### config.mk
export PLATFORM = sky130hd
export DESIGN_NAME = imem_loader
export DESIGN_NICKNAME = d
export VERILOG_FILES = /design/src/rtl/imem_loader_pkg.sv /design/src/rtl/imem_loader.sv
export SDC_FILE = /design/constraint.sdc
export NUM_CORES = 1
export LEC_CHECK = 0
export BUFFER_PORTS_ARGS = -buffer_cell sky130_fd_sc_hd__buf_2
export CORE_MARGIN = 1.5
export CORE_UTILIZATION = 47
export DETAILED_ROUTE_END_ITERATION = 10
export PLACE_DENSITY = 0.77
export SYNTH_ARGS = -nofsm -noshare
export SYNTH_HDL_FRONTEND = slang
export SYNTH_SLANG_ARGS = --single-unit
export TNS_END_PERCENT = 5
### constraint.sdc
create_clock -name clk -period 5.7 [get_ports clk]
set_input_delay 0.285 -clock clk [delete_from_list [all_inputs] [get_ports clk]]
set_output_delay 0.285 -clock clk [all_outputs]
set_load 0.1 [all_outputs]
### src/rtl/imem_loader_pkg.sv
// imem_loader_pkg: shared state encoding and byte-enable constants for the loader
package imem_loader_pkg;
   typedef enum logic [1:0] {IDLE, WRITE, VERIFY, FINISH} state_e;
   localparam logic [3:0] WE_ALL  = 4'hF;
   localparam logic [3:0] WE_NONE = 4'h0;
endpackage

### src/rtl/imem_loader.sv
// imem_loader: streams words into the instruction RAM debug port, then reads them back and checks a checksum
module imem_loader
   import imem_loader_pkg::*;
#(
   parameter int CNT_W = 16
) (
   input  logic             clk,
   input  logic             rst,
   input  logic             start,
   input  logic [31:0]      base_addr,
   input  logic [CNT_W-1:0] word_count,
   input  logic             in_valid,
   input  logic [31:0]      in_data,
   output logic             in_ready,
   output logic [31:0]      A2,
   output logic [31:0]      WD2,
   output logic [3:0]       WE2,
   input  logic [31:0]      RD2,
   output logic             busy,
   output logic             cpu_hold,
   output logic             done,
   output logic             error,
   output logic [31:0]      wr_sum
);
   state_e           state_q, state_d;
   logic [31:0]      base_q, base_d, wr_sum_q, wr_sum_d, rd_sum_q, rd_sum_d, addr;
   logic [CNT_W-1:0] idx_q, idx_d, cnt_q, cnt_d;
   logic             pend_q, pend_d, error_q, error_d, busy_q, done_q;
   assign addr     = base_q + (32'(idx_q) << 2);
   assign busy     = busy_q;
   assign cpu_hold = busy_q;
   assign done     = done_q;
   assign error    = error_q;
   assign wr_sum   = wr_sum_q;
   // state, index, checksums and registered status outputs
   always_ff @(posedge clk) begin
      if (rst) begin
         state_q  <= IDLE;
         base_q   <= '0;
         idx_q    <= '0;
         cnt_q    <= '0;
         wr_sum_q <= '0;
         rd_sum_q <= '0;
         pend_q   <= 1'b0;
         error_q  <= 1'b0;
         busy_q   <= 1'b0;
         done_q   <= 1'b0;
      end else begin
         state_q  <= state_d;
         base_q   <= base_d;
         idx_q    <= idx_d;
         cnt_q    <= cnt_d;
         wr_sum_q <= wr_sum_d;
         rd_sum_q <= rd_sum_d;
         pend_q   <= pend_d;
         error_q  <= error_d;
         busy_q   <= (state_d == WRITE) || (state_d == VERIFY);
         done_q   <= (state_q == FINISH);
      end
   end
   // next state plus the combinational debug-port drive
   always_comb begin
      state_d  = state_q;
      base_d   = base_q;
      idx_d    = idx_q;
      cnt_d    = cnt_q;
      wr_sum_d = wr_sum_q;
      rd_sum_d = rd_sum_q;
      pend_d   = 1'b0;
      error_d  = error_q;
      in_ready = 1'b0;
      A2       = '0;
      WD2      = '0;
      WE2      = WE_NONE;
      unique case (state_q)
         IDLE: if (start) begin
            base_d   = base_addr & ~32'd3;
            cnt_d    = word_count;
            idx_d    = '0;
            wr_sum_d = '0;
            rd_sum_d = '0;
            error_d  = 1'b0;
            state_d  = (word_count != '0) ? WRITE : FINISH;
         end
         WRITE: begin
            in_ready = 1'b1;
            A2       = addr;
            if (in_valid) begin
               WD2      = in_data;
               WE2      = WE_ALL;
               wr_sum_d = wr_sum_q + in_data;
               idx_d    = (idx_q == cnt_q - 1'b1) ? '0 : idx_q + 1'b1;
               state_d  = (idx_q == cnt_q - 1'b1) ? VERIFY : WRITE;
            end
         end
         VERIFY: begin
            if (idx_q != cnt_q) begin
               A2     = addr;
               idx_d  = idx_q + 1'b1;
               pend_d = 1'b1;
            end
            // read data lags its address by one cycle
            if (pend_q) rd_sum_d = rd_sum_q + RD2;
            if (pend_q && idx_q == cnt_q) state_d = FINISH;
         end
         FINISH: begin
            error_d = error_q | (rd_sum_q != wr_sum_q);
            state_d = IDLE;
         end
         default: state_d = IDLE;
      endcase
   end
endmodule

==> results of run 1 <==
==> routing by layer <==
metal / wire [um] / global-route usage, % / vias up
li1: - / - / 5075
met1: 12600 / 31.3 / 4700
met2: 14200 / 44.4 / 352
met3: 1810 / 5.55 / 61
met4: 800 / 8.97 / 2
met5: 11 / 0 / -
==> path summary, 6_finish.rpt <==
kind | cells past startpoint | end | slack (ps)
max | 12 | A2[29] | 1340
min | 3 | base_q[15] | 100
max reg2reg | 12 | wr_sum[22] | 2160
min reg2reg | 2 | base_q[11] | 460
==> logic make-up after synthesis <==
kind of cell    Yosys count
flops                   132
xor+xnor                140
buf+inv                  89
simple gates            481
mux                       6
compound gates          373
fa+ha+maj                87
other cells               1
==> registers in the layout, indices dropped and copies added, names as in the netlist <==
register	cells
busy	1
wr_sum	32
done	1
error	1
rd_sum_q	32
idx_q	16
state_q	2
base_q	30
cnt_q	16
pend_q	1
==> power by group <==
part / total [W] / switching (W) / internal [W] / leakage (nW)
Sequential: 0.00101 / 0.0000511 / 0.000959 / 1.07
Clock: 0.00118 / 0.000425 / 0.000755 / 0.303
Combinational: 0.000729 / 0.000511 / 0.000218 / 4.18
Total: 0.00292 / 0.000987 / 0.00193 / 5.55
==> worst register-to-register path, stage by stage, from the launching register on <==
cell and delay, ps:
dfxtp_1 360, ha_1 240, fa_1 400, a21o_1 170, a21oi_1 250, o21ai_0 130
a21boi_0 450, o31a_1 280, a21oi_1 110, o41ai_1 520, o21ai_0 200, xnor2_1 170
o21ai_0 90
==> final cells by class <==
type,count,area [um^2],area share (%)
antenna,2,5.00,0.0416
clock buffer,20,457,3.80
clock inverter,11,175,1.46
inverter,32,120,1.00
multi-input combinational,1089,7140,59.4
sequential,132,2640,22.0
tap,275,344,2.86
timing repair buffer,223,1130,9.43
==> cells in the final DEF (no fill, tap or decap), types with 5 or more instances in the layout <==
cell       netlist  final
buf_2            3    216
nand2_1        170    170
dfxtp_1        132    132
a21oi_1        126    126
nor2_1         103    103
xnor2_1         99     99
ha_1            84     84
o21ai_0         75     75
xor2_1          41     41
and3_1          41     41
a21o_1          35     35
inv_1           32     32
nand3_1         22     22
nor3_1          21     21
a22oi_1         21     21
nand4_1         20     20
nor2b_1         18     18
clkbuf_16        0     17
nand2b_1        15     15
nor4_1          14     14
and2_1          13     13
a22o_1          13     13
o21bai_1        12     12
a211oi_1        11     11
a31oi_1         11     11
a21boi_0        10     10
or3_1            9      9
a211o_1          8      8
o211ai_1         7      7
buf_4            6      7
o21a_1           6      6
nor3b_1          6      6
mux2i_1          6      6
nor2_2           5      5
==> stage by stage <==
stage               power (W)  hold WS (ps)
finish                0.00292          98.0
global route          0.00304          94.4
floorplan             0.00159           421
CTS                   0.00293          85.1
global placement      0.00174           448
detailed placement    0.00175           455
==> impl_metrics.ini, run 1 <==
[run_status]
outcome = finished clean

[clock_network]
ctsLongestPathBuffers = 2
cts_tree = yes
numCtsBuffers = 17
cts_max_level = 4
clkSlewWorstSetupHoldPaths_ps = 60
clk_latency_ps = 430
ctsResizeCount = 0
hold_buffers = 0
cts_num_sinks = 132
cts_setup_buffers = 0
cts_root_buffer = clkbuf_16

[synth]
yosys.area_share.xor_xnor_pct = 12.0
synth_mux_area_share_pct = 0.589
synth_edf_count = 0
synth.cell_area_um2 = 10200
synth_compound_area_share_pct = 23.3
synthAdderAreaFrac_pct = 10.9
yosysMostFrequentCell = nand2_1
synth_top_family_by_area = compound AO/OA/AOI/OAI gates
synth_area_leaders = dfxtp_1 26%, ha_1 10%, xnor2_1 8.5%
synth_seq_cells = 132
ys_warn_count = 0
netlist_instances = 1309
syn_avg_cell_area_um2 = 7.79
synthTopCellsByCount = 170 x nand2_1, 132 x dfxtp_1, 126 x a21oi_1
yosysTopAreaCell = dfxtp_1
synth-simple-area-share_pct = 23.1
ys_types = 75
synth_flop_cell = dfxtp_1
async_flop_share_pct = 0
yosysTopAreaCellShare_pct = 25.9
ys_seq_area_share_pct = 25.9

[placed_design]
post-place-ws_ps = 1820
port_buffers = 216
dpl.cell_count = 1751
postPlaceCellArea_um2 = 11400
place_hpwl_um = 22400
gp_congestion = 0.942

[detailed_routing]
vias = 10190
drc = 0
routedWlPerCell_um = 16.5
drtAntennaViolNets = 0
routed_wl_um = 29400
drtIter0Drc = 682
vias_per_cell = 5.71
dr.pass1.iters = 5

[timing]
final_max_slew_viol_count = 0
fin_crit_sh_pct = 76.5
totalNegativeSetupSlack_ps = 0
clock.fmax_ghz = 0.229
layout_min_cycle_time_ps = 4360
rsz0062_at_grt = false
layout_setup_ws_ps = 1340
skew_ps = 8.37
tightest_slew_ps = 1180
setup_viol = 0
slew_headroom_pct = 21.1
finalHoldViolCount = 0

[setup_path]
endpoint_kind = output port
worst_path_largest_cell_delay_ps = 470
cpLargestDelayFamily = compound AO/OA/AOI/OAI gates
path_cells = ha_1 -> a21o_1 -> a21o_1 -> a2111oi_0 -> o21bai_1 -> a211oi_1 -> o21bai_1 -> a22oi_1 -> and3b_1 -> xnor2_1 -> nor2_1 -> buf_2
cp-start-kind = register
cp.arrival_ps = 4070
cp-startpoint = idx_q[1]
worst_path_max_delay_cell = a22oi_1
crit_fanout = 7
cp_data_required_time_ps = 5410
path_class = register to output port
cp_num_buf_inv = 1
rr_startpoint = wr_sum[0]

[floorplan]
die_w_um = 150
start_util_pct = 48.2
placementRows = 53
die_area_um2 = 22600
pin_count = 221
die-height_um = 150
core_um2 = 21200

[hold_path]
hold_path_class = input port to register
hold_path_startpoint = base_addr[15]

[power_and_ir_drop]
peakVddDrop_uv = 167
power_density_nw_per_um2 = 243
p_leak_nw = 5.55

[finish]
final_core_util_pct = 56.8
final_layout_size_suffix_gt1_share_pct = 18.6
fill_cells = 1953
nets = 1698
instances_no_fill = 1784
area_growth_syn_to_layout_pct = 17.9
stdcell_area_um2 = 12000

[grt]
grt_usage_pct = 25.7
grt_max_degree = 87
grt_pass1_wl_um = 46000
first_global_vias = 9465
antenna_found_initial = 3
grt_overflow = 0

[job]
drv_cap = 0
No activity file was read; power rests on OpenSTA's default activity.
==> inputs of run 2 (changes only) <==
--- a/config.mk
+++ b/config.mk
@@ -5,11 +5,12 @@
 export SDC_FILE = /design/constraint.sdc
 export NUM_CORES = 1
 export LEC_CHECK = 0
+export ABC_AREA = 1
 export BUFFER_PORTS_ARGS = -buffer_cell sky130_fd_sc_hd__buf_2
 export CORE_MARGIN = 1.5
 export CORE_UTILIZATION = 47
 export DETAILED_ROUTE_END_ITERATION = 10
-export PLACE_DENSITY = 0.77
+export PLACE_DENSITY = 0.78
 export SYNTH_ARGS = -nofsm -noshare
 export SYNTH_HDL_FRONTEND = slang
 export SYNTH_SLANG_ARGS = --single-unit
==> constraint.sdc (replaced) <==
create_clock -name clk -period 4 [get_ports clk]
set_input_delay 0.2 -clock clk [delete_from_list [all_inputs] [get_ports clk]]
set_output_delay 0.2 -clock clk [all_outputs]
set_load 0.1 [all_outputs]
==> run 2 against run 1 <==
  * Non-clock buffer count up 1
  * First-iteration DRC count up 19%
  * Count of clock-buffer cells in the layout stayed put
  * Core utilization shrank 0.73 points
  * Die area up 9.2%
  * Clock skew grew 2.9 ps
  * Sequential share of layout area decreased by 1.9 points
  * Critical path type unchanged
  * Largest power group unchanged
  * Highest routed layer unchanged
==> impl_metrics.ini, run 2 <==
[run_status]
outcome = finished clean

[floorplan]
die_w_um = 157
die_area_um2 = 24700
core_um2 = 23400
start_util_pct = 47.6
pin_count = 221
die-height_um = 157
placementRows = 56

[setup_path]
endpoint_kind = output port
path_class = register to output port
cp.arrival_ps = 3540
crit_fanout = 6
cp_data_required_time_ps = 3800
cp-start-kind = register

[clock_network]
cts_setup_buffers = 0
numCtsBuffers = 17
cts_root_buffer = clkbuf_16
cts_num_sinks = 132
clkSlewWorstSetupHoldPaths_ps = 60
clk_latency_ps = 440
ctsLongestPathBuffers = 2
hold_buffers = 0
cts_max_level = 4
ctsResizeCount = 0
cts_tree = yes

[synth]
ys_warn_count = 0
yosysTopAreaCell = dfxtp_1
synth_edf_count = 0
yosysMostFrequentCell = nand2_1
netlist_instances = 1761
async_flop_share_pct = 0
ys_seq_area_share_pct = 23.7
synth_area_leaders = dfxtp_1 24%, nand2_1 11%, a21oi_1 9.6%
synthTopCellsByCount = 341 x nand2_1, 245 x nor2_1, 213 x a21oi_1
yosysTopAreaCellShare_pct = 23.7
ys_types = 58
synth.cell_area_um2 = 11100
synth_flop_cell = dfxtp_1
syn_avg_cell_area_um2 = 6.33
synth_seq_cells = 132

[timing]
skew_ps = 11.3
tightest_slew_ps = 1050
setup_viol = 0
final_max_slew_viol_count = 0
clock.fmax_ghz = 0.268
totalNegativeSetupSlack_ps = 0
finalHoldViolCount = 0
rsz0062_at_grt = false
layout_min_cycle_time_ps = 3740
fin_crit_sh_pct = 93.5
slew_headroom_pct = 29.8

[power_and_ir_drop]
peakVddDrop_uv = 189
share_comb_of_total_power_pct = 26.7
power_density_nw_per_um2 = 334
pwr-share-seq_pct = 33.0
switching_share_pct = 35.9
power_switching_w = 0.00157
clockPowerShare_pct = 40.3
p_leak_nw = 6.13
internal_power_w = 0.00281

[finish]
final_core_util_pct = 56.1
nets = 2160
fill_cells = 2327
area_growth_syn_to_layout_pct = 17.7
layout_commonest_cell = nand2_1
multi_input_area_um2 = 7550
final_layout_size_suffix_gt1_share_pct = 15.0
final-seq-area_um2 = 2640
layout_common_cells = 340 x nand2_1, 244 x nor2_1, 216 x buf_2, 212 x a21oi_1, 190 x inv_1
instances_no_fill = 2292

[detailed_routing]
routed_wl_um = 34300
drc = 0
drtAntennaViolNets = 0
vias_per_cell = 5.39
vias = 12343
drtIter0Drc = 814
routedWlPerCell_um = 15.0
dr.pass1.iters = 5

[placed_design]
port_buffers = 216
gp_congestion = 0.935
place_hpwl_um = 26700
dpl.cell_count = 2257

[grt]
grt_pass1_wl_um = 54400
grt_overflow = 0
grt_usage_pct = 27.5
antenna_found_initial = 4
first_global_vias = 11419
grt_max_degree = 69

[job]
drv_cap = 0

[hold_path]
hold_path_class = input port to register
-- run 2: final timing paths --
path	depth (start not counted)	startpoint	slack (ps)	end
hold / removal	3	base_addr[5]	20	base_q[5]
setup / recovery	12	idx_q[0]	260	A2[30]
hold reg to reg	2	base_q[31]	490	base_q[31]
setup reg to reg	11	wr_sum[0]	1340	wr_sum[20]
-- run 2: power groups by stage --
stage,sequential [W],clock (W),combinational [W]
final,0.00145,0.00177,0.00117
after CTS,0.00145,0.00178,0.00116
after detailed placement,0.00148,0,0.00115
after floorplan,0.00156,0,0.000800
after global routing,0.00146,0.00183,0.00128
after global placement,0.00148,0,0.00114
-- run 2: per-stage QoR --
step	hold WS, ps	power (W)	setup slack [ps]	instance area [um^2]
after floorplan	367	0.00236	318	11200
after global placement	457	0.00262	862	12500
after detailed placement	459	0.00263	776	12500
after CTS	9.77	0.00439	301	13100
after global routing	20.3	0.00457	105	13100
final	21.6	0.00439	262	13100
-- run 2: layout make-up --
cell class	count	area share (%)
antenna	3	0.0572
clock buffer	20	3.40
clock inverter	12	1.55
inverter	194	5.59
multi-input combinational	1388	57.5
sequential	132	20.1
tap	319	3.04
timing repair buffer	224	8.69
-- run 2: logic make-up (layout without fill, tap and decap cells) --
kind of cell / count (synthesis) / after routing / share of synthesized area, %
xor+xnor: 64 / 64 / 5.10
buf+inv: 242 / 450 / 8.69
other cells: 1 / 5 / 0.0336
simple gates: 760 / 760 / 28.6
flops: 132 / 132 / 23.7
compound gates: 475 / 475 / 23.9
fa+ha+maj: 87 / 87 / 9.97
-- run 2: worst max-delay path: stages (launching register included) --
cell,delay [ps]
dfxtp_1,420
ha_1,220
inv_1,60
fa_1,400
nand3b_1,170
nand2_1,100
a21oi_1,110
o21ai_1,240
nand3_1,160
a21boi_1,390
nand3_1,170
a21oi_1,200
buf_2,460
-- run 2: per-layer routing --
layer	vias to the layer above	routed length [um]	global-route usage (%)
li1	6290	-	-
met1	5583	14800	33.0
met2	378	16300	47.7
met3	90	1880	4.46
met4	2	1380	13.1
met5	-	17	0
